## src/rtl/trade_order_ctrl.sv

```systemverilog
// rtl/trade_order_ctrl.sv - order-issue controller with position limit, cooldown and drop counting
// Optional ISSUE-state watchdog enabled by defining ORDER_TIMEOUT_EN.
module trade_order_ctrl #(
  parameter int MAX_POS  = 8,
  parameter int COOLDOWN = 4,
  parameter int TIMEOUT  = 16
) (
  input  logic       clk,
  input  logic       rst,
  input  logic       enable,
  input  logic       sig_valid,
  input  logic       buy_in,
  input  logic       sell_in,
  input  logic [7:0] price_in,
  output logic       order_valid,
  output logic       order_side,
  output logic [7:0] order_price,
  input  logic       order_ready,
  output logic [7:0] position,
  output logic       busy,
  output logic [7:0] drop_count,
  output logic       timeout_flag
);

  typedef enum logic [1:0] {IDLE, ISSUE, COOL} state_t;

  localparam logic signed [7:0] POS_MAX = 8'(MAX_POS);
  localparam logic signed [7:0] POS_MIN = -POS_MAX;

  state_t      state, state_nxt;
  logic [15:0] cool_cnt;
  logic        new_sig, one_side, lim_ok;
  logic        accept, reject, handshake, expire;
  logic        order_valid_nxt, busy_nxt;
  logic [1:0]  drop_inc;
  logic [8:0]  drop_sum;

  assign new_sig   = sig_valid & enable;
  assign one_side  = buy_in ^ sell_in;
  assign lim_ok    = buy_in ? ($signed(position) < POS_MAX) : ($signed(position) > POS_MIN);
  assign accept    = (state == IDLE) && new_sig && one_side && lim_ok;
  // Signals arriving while an order is outstanding or cooling down are discarded, not queued.
  assign reject    = new_sig && ((state == IDLE) ? ((buy_in & sell_in) || (one_side && !lim_ok))
                                                 : (buy_in | sell_in));
  assign handshake = (state == ISSUE) && order_ready;

`ifdef ORDER_TIMEOUT_EN
  logic [15:0] to_cnt;
  assign expire = (state == ISSUE) && !order_ready && (to_cnt == 16'(TIMEOUT - 1));

  always_ff @(posedge clk) begin
    if (rst)
      to_cnt <= '0;
    else if (accept)
      to_cnt <= '0;
    else if (state == ISSUE)
      to_cnt <= to_cnt + 16'd1;
  end
`else
  assign expire = 1'b0;
`endif

  always_ff @(posedge clk) begin
    if (rst)
      state <= IDLE;
    else
      state <= state_nxt;
  end

  always_comb begin
    state_nxt = state;
    case (state)
      IDLE:    if (accept) state_nxt = ISSUE;
      ISSUE:   if (handshake || expire) state_nxt = (COOLDOWN == 0) ? IDLE : COOL;
      COOL:    if (cool_cnt == 16'd0) state_nxt = IDLE;
      default: state_nxt = IDLE;
    endcase
  end

  // Outputs are computed from the next state so that they leave the flops aligned with state.
  always_comb begin
    order_valid_nxt = (state_nxt == ISSUE);
    busy_nxt        = (state_nxt != IDLE);
  end

  assign drop_inc = {1'b0, reject} + {1'b0, expire};
  assign drop_sum = {1'b0, drop_count} + {7'd0, drop_inc};

  always_ff @(posedge clk) begin
    if (rst) begin
      order_valid  <= 1'b0;
      order_side   <= 1'b0;
      order_price  <= 8'd0;
      position     <= 8'd0;
      busy         <= 1'b0;
      drop_count   <= 8'd0;
      timeout_flag <= 1'b0;
      cool_cnt     <= 16'd0;
    end else begin
      order_valid  <= order_valid_nxt;
      busy         <= busy_nxt;
      timeout_flag <= expire;
      drop_count   <= drop_sum[8] ? 8'hFF : drop_sum[7:0];
      if (accept) begin
        order_side  <= buy_in;
        order_price <= price_in;
      end
      if (handshake)
        position <= order_side ? position + 8'd1 : position - 8'd1;
      if (state_nxt == COOL && state != COOL)
        cool_cnt <= 16'(COOLDOWN - 1);
      else if (state == COOL && cool_cnt != 16'd0)
        cool_cnt <= cool_cnt - 16'd1;
    end
  end

endmodule

```

## config.mk

```make
export PLATFORM = sky130hd
export DESIGN_NAME = trade_order_ctrl
export DESIGN_NICKNAME = d
export VERILOG_FILES = /design/src/rtl/trade_order_ctrl.sv
export SDC_FILE = /design/constraint.sdc
export NUM_CORES = 1
export LEC_CHECK = 0
export ABC_CLOCK_PERIOD_IN_PS = 2000
export BUFFER_PORTS_ARGS = -buffer_cell sky130_fd_sc_hd__buf_2
export CORE_ASPECT_RATIO = 1.25
export CORE_UTILIZATION = 50
export CTS_CLUSTER_DIAMETER = 150
export DETAILED_ROUTE_END_ITERATION = 10
export PLACE_DENSITY = 0.75
export SYNTH_ARGS = -nofsm -noshare
export SYNTH_HDL_FRONTEND = slang
export SYNTH_SLANG_ARGS = --single-unit
export TNS_END_PERCENT = 10
```

## constraint.sdc

```tcl
create_clock -name clk -period 2 [get_ports clk]
set_input_delay 0.1 -clock clk [delete_from_list [all_inputs] [get_ports clk]]
set_output_delay 0.1 -clock clk [all_outputs]
set_load 0.01 [all_outputs]
```

Yosys cells after proc, flatten, opt, wreduce, memory -nomap -nowiden. Index checks and enable logic that the tools add are counted.

$add $sub $neg: 4. $lt $le $gt $ge: 2. Equal/unequal tests: 5. Muxes and demuxes: 10. Bitwise gates (word level): 4. Reductions and logical operators: 16.

Operators with widths (count): logical NOT 16 bit (1); two-way mux 8 bit (2); nonzero test 16 bit (1); subtractor 16 x 1 -> 16 bit (second input constant) (1); two-way mux 2 bit (5); adder 8 x 1 -> 9 bit (1); adder 8 x 1 -> 8 bit (second input constant) (1); greater-than comparator 8 x 4 -> 1 bit (second input constant) (1); logical AND 1 bit (8); less-than comparator 8 x 5 -> 1 bit (second input constant) (1); subtractor 8 x 1 -> 8 bit (second input constant) (1); one-hot mux 2 bit (3 select lines) (1); equality test 2 x 1 -> 1 bit (second input constant) (2); equality test 2 bit (second input constant) (2); nonzero test 2 bit (2); bitwise AND 1 bit (2); logical NOT 2 bit (1); two-way mux 1 bit (2); != test 2 bit (second input constant) (1); OR reduction 2 bit (1); logical NOT 1 bit (1); logical OR 1 bit (1); bitwise OR 1 bit (1); bitwise XOR 1 bit (1).

Bits in registers: 45. Input bits: 15. Output and inout bits: 28. Word-level logic and storage cells: 50.

Logic depth before layout (Yosys ltp). Gate-level depths: netlist of run 1.

Depth after elaboration: 9. Gate-level depth with buffers: 11. Mapped depth without buffers: 11.

Least setup slack after synthesis of run 1. No wires, ideal clock.

Path kind: flip-flop to flip-flop. Start: reg position[3]. End: reg drop_count[0]. Library setup time: 71 ps. Data arrival time: 1996 ps. Required time: 1929 ps. Slack: -68 ps. Stages on the path, launching flop included: 11. Buffers on the path: 0. Clock period less this slack: 2068 ps. Cells stage by stage: dfxtp_1 > nor4_1 > nor3_1 > o21ai_0 > a21oi_1 > ha_1 > ha_1 > inv_1 > nor2_1 > nand4_1 > a21oi_1.

Cells in the longest elaborated chain, start to end: 9. Elaborated cells on any way between the ends: 10. Those cells by class: add/sub: 1; order compare: 2; mux: 3; reduce/logical: 4.

Ends and longest elaborated chain: start: declaration (RTL line 19) `output logic [7:0] position,`; start signal: assignment (RTL line 109) `position <= order_side ? position + 8'd1 : position - 8'd1;`; greater-than comparator 8 x 4 -> 1 bit / less-than comparator 8 x 5 -> 1 bit (equally long branches) (RTL line 40) `assign lim_ok = buy_in ? ($signed(position) < POS_MAX) : ($signed(position) > POS_MIN);`; two-way mux 1 bit * (RTL line 40); logical NOT 1 bit * (RTL line 43) `assign reject = new_sig && ((state == IDLE) ? ((buy_in & sell_in) || (one_side && !lim_ok))`; logical AND 1 bit * (RTL line 43); logical OR 1 bit * (RTL line 43); two-way mux 1 bit * (RTL line 43); logical AND 1 bit * (RTL line 43); adder 8 x 1 -> 9 bit * (RTL line 87) `assign drop_sum = {1'b0, drop_count} + {7'd0, drop_inc};`; two-way mux 8 bit * (RTL line 103) `drop_count <= drop_sum[8] ? 8'hFF : drop_sum[7:0];`; end signal: assignment (RTL line 103); end: declaration (RTL line 21) `output logic [7:0] drop_count,`.

Every way passes the cells marked *; elsewhere a longest branch is shown, timed or not. A chain may end at the register's enable or synchronous reset.

Worst setup path in the final report of run 1.
Start: reg position[3]. End: reg drop_count[4].

Same word-level chain as after synthesis.

==> results.cfg, run 1 <==
[timing]
report.final.hold_viol_count = 0
grt_setup_unrepaired = true
maxSlewHeadroom_pct = 51.47
maxClockFrequency_mhz = 503.0
post-route-min-period_ns = 1.988
period_share_pct = 99.41
skew_ns = 0.01647
worst_pin_slew_ns = 0.7253
drv_slew = 0
setup_viol_count_final = 0

[synthesis]
number_of_distinct_library_cell_variants_in_the_gate_level_netlist_after_synthesis = 55
synthesis.instances = 288
commonest_cells_in_the_synthesized_netlist = dfxtp_1 (45), nand2_1 (36), a21oi_1 (18)
synth.top_cells.by_area = dfxtp_1 (36%), mux2i_1 (6.5%), ha_1 (6.1%)
cell_type_contributing_the_most_total_cell_area_after_synthesis = dfxtp_1
synth_async_sr_flop_share_pct = 0
synth.yosys.seq_area_share_pct = 36.35
synth_edf_count = 0
syn-mean-instance-area_um2 = 8.606
synth.most_common_cell = dfxtp_1
yosys_most_used_dff = dfxtp_1
yosys_warnings = 0
ys_seq_elements = 45
synth_largest_type_area_fraction_pct = 36.35
synth.cell_area_um2 = 2479
syn-num-nets = 316

[power]
seqPwrFrac_pct = 49.1
cell_internal_pwr_mw = 1.436
power.share.switching_pct = 23.91
combPwrFrac_pct = 13.2
power.density_nw_per_um2 = 593.6
power.static_leakage_nw = 1.358
power_switching_mw = 0.4511
clock_power_share_pct = 37.7
report.power.total_mw = 1.887
worst_ir_drop_vdd_mv = 0.3750

[clock_tree]
tritoncts.num_buffers = 5
ctsRootBufferMaster = clkbuf_8
cts_tree = done
clock_insertion_delay_worst_skew_ns = 0.30
cts.reportedPaths.clkPinSlew_ns = 0.08
hold_buffers = 0
cts-htree-levels = 2
clock_tree.buffer_depth = 2
clock_sinks = 45

[layout]
layout-drive-gt1-share_pct = 30.73
design_area_um2 = 3179
final_net_count = 385
layout_area_overhead_pct = 28.27
insertedDiodeCount = 0
stdcell_count = 418
final_util_pct = 66.73
num-fill-cells = 422

[route]
total_via_count_in_the_routed_design = 2322
wl_um = 5830
post_drt_wl_per_cell_um = 13.95
avgViaCountPerCell = 5.555
drt.antenna.violating_nets = 0
route.detailed.drc = 0
detail_route.first_pass.iterations = 4
initial_drt_markers = 91

[worst_setup_path]
crit_path_launch_type = register
setup.worst_path.class = reg -> reg
worstPathRequired_ns = 2.19
end_kind = register
worst-path-max-fanout = 3
arrival_ns = 2.18

[grt]
track_usage_pct = 23.56
initial_antenna_violation_count = 0
number_of_global_route_vias_before_repair = 2207
pin_count_of_the_biggest_net_entering_global_routing = 23
globalRoute.totalOverflow = 0
global_route_wire_length_before_repair_um = 9570

[run_status]
run_status = finished, final reports clean

[die]
die_height_um = 80.72
io_pins = 43
rows = 28
design.die.area_um2 = 5245
core_area_um2 = 4765
start_util_pct = 52.02
chipWidth_um = 64.98

[run]
max_cap_viols = 0

[worst_hold_path]
worstHoldPathType = in -> reg

[placement]
io_buffers = 41
place_area_um2 = 2945
place.detailed.instances = 407
globalplace.congestion = 0.8241
dp_hpwl_um = 4309
repair_timing:
action                                  CTS  global route
endpoints found under the hold margin     0             0
setup buffers                             3             0
pin swaps                                10             5
gates resized for setup                  14             7
endpoints found under the setup margin    7            12
final timing paths:
| path | startpoint | end | slack [ns] | cells after the start |
|---|---|---|---|---|
| hold / removal | price_in[4] | order_price[4] | 0.05 | 3 |
| setup / recovery | position[3] | drop_count[4] | 0.01 | 11 |
| hold reg to reg | order_price[5] | order_price[5] | 0.46 | 2 |
| setup reg to reg | position[3] | drop_count[4] | 0.01 | 11 |
placed cells by master (no fill, tap or decap), types with 5 or more instances in the layout:
master and count:
dfxtp_1 41, buf_2 41, nand2_1 36, buf_4 35, a21oi_1 16, mux2i_1 16
nor2_1 11, or3_1 11, o21ai_0 10, nand3_1 10, ha_1 10, inv_1 8
nor4_1 8, a211oi_1 8, nand4_1 7, clkbuf_8 6, nor3_1 5, xnor2_1 5
worst max-delay path, cell delays in order, from the launching register on:
cell     delay [ns]
dfxtp_4        0.37
buf_6          0.09
nand4_1        0.11
o211a_1        0.28
o21ai_2        0.13
a21oi_2        0.07
ha_2           0.20
ha_4           0.16
buf_4          0.14
a31oi_4        0.15
or2_4          0.14
a21oi_2        0.04
cell type report:
class | instances | area [um2] | area share, %
clock buffers | 7 | 86.33 | 2.715
clock inverters | 1 | 30.03 | 0.9445
inverters | 9 | 33.78 | 1.063
multi-input cells | 219 | 1567 | 49.27
flip-flops and latches | 45 | 908.4 | 28.57
well taps | 60 | 75.07 | 2.361
repair buffers | 77 | 479.2 | 15.07
state kept, by name (all words and copies together) (netlist names):
signal       count
order_price      8
order_valid      1
state            2
drop_count       8
busy             1
cool_cnt        16
order_side       1
position         8
power groups by stage:
| stage | Combinational [mW] | Sequential, mW | Clock, mW |
|---|---|---|---|
| floorplan | 0.139 | 0.960 | 0 |
| global placement | 0.235 | 0.946 | 0 |
| detailed placement | 0.239 | 0.946 | 0 |
| CTS | 0.247 | 0.926 | 0.730 |
| global route | 0.276 | 0.929 | 0.761 |
| finish | 0.250 | 0.927 | 0.711 |
metal layers:
layer  track usage (%)  routed length (um)
met2             44.06                3110
met3             4.403                 157
met5                 0                   0
met1             25.46                2444
met4             10.00                 117
cell families (layout without fill, tap and decap cells):
family | Yosys count | count (layout) | share of synthesized area (%)
and+or+nand+nor | 117 | 117 | 25.80
AOI/OAI and AO/OA | 64 | 64 | 17.21
DFF | 45 | 45 | 36.35
buffers and inverters | 24 | 94 | 4.341
muxes | 16 | 16 | 6.461
adders and majority gates | 13 | 13 | 6.865
xor gates and xnor gates | 8 | 8 | 2.827
other | 1 | 1 | 0.1513
metrics by stage:
stage	TNS (ns)	setup slack (ns)	hold WS [ns]
after global routing	-0.6387	-0.09117	0.04615
final	0	0.01186	0.04779
after CTS	-0.1048	-0.03105	0.04083
after floorplan	0	0.005656	0.2421
after detailed placement	-0.7891	-0.1515	0.3567
after global placement	-0.1967	-0.06735	0.3488
No activity file was read; power rests on OpenSTA's default activity.
==> run 2, diff against run 1 <==
--- a/config.mk
+++ b/config.mk
@@ -12,6 +12,7 @@
 export CTS_CLUSTER_DIAMETER = 150
 export DETAILED_ROUTE_END_ITERATION = 10
 export PLACE_DENSITY = 0.75
+export REMOVE_ABC_BUFFERS = 1
 export SYNTH_ARGS = -nofsm -noshare
 export SYNTH_HDL_FRONTEND = slang
 export SYNTH_SLANG_ARGS = --single-unit
==> run 2 against run 1 <==
  * Register-to-register slack improved by 0.05 ns
  * Critical path depth shrank 1
  * Setup slack improved by 0.054 ns
  * Core utilization shrank 2.0 points
  * Non-clock buffer count down 4
  * Maximum frequency rose by 2.8%
  * Critical path type unchanged
==> results.cfg, run 2 (synthesized netlist as in run 1, its figures left out) <==
[clock_tree]
clock_insertion_delay_worst_skew_ns = 0.29
cts-htree-levels = 2
cts_tree = done
ctsRootBufferMaster = clkbuf_8
cts.reportedPaths.clkPinSlew_ns = 0.08
tritoncts.num_buffers = 5
clock_sinks = 45
clock_tree.buffer_depth = 2

[die]
die_height_um = 80.72
chipWidth_um = 64.98
io_pins = 43
start_util_pct = 52.02
core_area_um2 = 4765
rows = 28
design.die.area_um2 = 5245

[route]
drt.antenna.violating_nets = 0
post_drt_wl_per_cell_um = 14.03
route.detailed.drc = 0
total_via_count_in_the_routed_design = 2347
wl_um = 5794
initial_drt_markers = 149
detail_route.first_pass.iterations = 4
avgViaCountPerCell = 5.683

[placement]
dp_hpwl_um = 4454
place_area_um2 = 2923
pre_cts_slack_ns = -0.02906
io_buffers = 41
globalplace.congestion = 0.7958
place.detailed.instances = 405

[layout]
layout_area_overhead_pct = 24.43
final_net_count = 381
final_util_pct = 64.73
layout-drive-gt1-share_pct = 28.61
max_flop_register = cool_cnt
largest_register_ff_count = 16
most_used_cells_in_the_layout_excluding_fill_and_tap_cells = dfxtp_1 (41), buf_2 (41), nand2_1 (36)
design_area_um2 = 3084
stdcell_count = 413
insertedDiodeCount = 0
num-fill-cells = 439

[timing]
period_share_pct = 96.69
setup-tns-final_ns = 0
post-route-min-period_ns = 1.934
grt_setup_unrepaired = true
report.final.hold_viol_count = 0
hold_slack_ns = 0.04464
layout_setup_ws_ns = 0.06620
drv_slew = 0
skew_ns = 0.007491
setup_viol_count_final = 0
maxClockFrequency_mhz = 517.1

[worst_setup_path]
worstRegToRegCells = 10
worstPathRequired_ns = 2.22
cp_cell_sequence = nor3_2 -> o211a_1 -> o21ai_1 -> a21oi_1 -> ha_2 -> ha_4 -> buf_4 -> a31oi_1 -> or2_2 -> a21oi_1
slowest_delay_ns = 0.33
crit_path_launch_type = register
setup.worst_path.class = reg -> reg
arrival_ns = 2.16
worst_r2r_setup_slack_ns = 0.07
regToRegEndpoint = drop_count[4]
worst-path-max-fanout = 2
timing.critical_path.mode_cell = a21oi_1
cpMaxStageDelayCell = dfxtp_2
end_kind = register
r2r-start = position[1]

[grt]
number_of_global_route_vias_before_repair = 2255
pin_count_of_the_biggest_net_entering_global_routing = 23
globalRoute.totalOverflow = 0
track_usage_pct = 23.53
initial_antenna_violation_count = 0
global_route_wire_length_before_repair_um = 9694

[run]
max_cap_viols = 0

[worst_hold_path]
min_from = price_in[5]
timing.hold.worst_endpoint = order_price[5]
worstHoldPathType = in -> reg
min_delay_path_depth = 3

[power]
report.power.total_mw = 1.831
worst_ir_drop_vdd_mv = 0.3162
power.static_leakage_nw = 1.326
power.density_nw_per_um2 = 593.7

[run_status]
run_status = finished, final reports clean
## run 2: changes by cell type in the layout (fill, tap and decap cells not counted), sizes merged
cell,previous run,this run
buf,77,73
clkbuf,7,5
clkinv,0,1
## run 2: worst max path at each step
stage           startpoint             end  slack, ns  cells after the start
6_report       position[1]   drop_count[4]       0.07                     10
5_1_grt        position[1]   drop_count[4]      -0.09                     10
4_1_cts        position[5]   drop_count[4]     0.0007                     10
3_5_place_dp   position[2]   drop_count[1]      -0.03                     10
3_3_place_gp   position[2]   drop_count[1]       0.06                     10
2_1_floorplan  position[0]  order_price[0]      -0.12                      4
## run 2: final cells by class
type / count / area [um2] / share of cell area, %
Tap cell: 60 / 75.07 / 2.434
Clock inverter: 2 / 35.03 / 1.136
Multi-Input combinational cell: 219 / 1520 / 49.29
Timing Repair Buffer: 73 / 445.4 / 14.44
Inverter: 9 / 33.78 / 1.095
Clock buffer: 5 / 68.82 / 2.231
Sequential cell: 45 / 905.9 / 29.37
## run 2: timing repair
| action | in CTS | in global routing |
|---|---|---|
| setup buffers | 0 | 1 |
| endpoints found under the hold margin | 0 | 0 |
| gates resized for setup | 3 | 13 |
| hold buffers | 0 | 0 |
| pin swaps | 2 | 8 |
| endpoints found under the setup margin | 6 | 12 |
## run 2: per-layer routing
layer	up-vias	wire, um	GRT usage (%)
met4	0	99	7.333
li1	1184	-	-
met2	36	3069	44.06
met5	-	0	0
met3	10	124	4.261
met1	1117	2500	26.48
## run 2: power by group
part	total, mW	internal, mW	leakage, nW	switching (mW)
Sequential	0.928	0.915	0.366	0.0125
Combinational	0.242	0.110	0.906	0.132
Clock	0.661	0.363	0.0540	0.298
Total	1.83	1.39	1.33	0.443
## run 2: critical path, delay by kind of cell, from the launching register on
family | cells | cell delay [ns]
AOI/OAI and AO/OA | 5 | 0.64
adders and majority gates | 2 | 0.35
buffers and inverters | 1 | 0.10
DFF | 1 | 0.33
and+or+nand+nor | 2 | 0.44
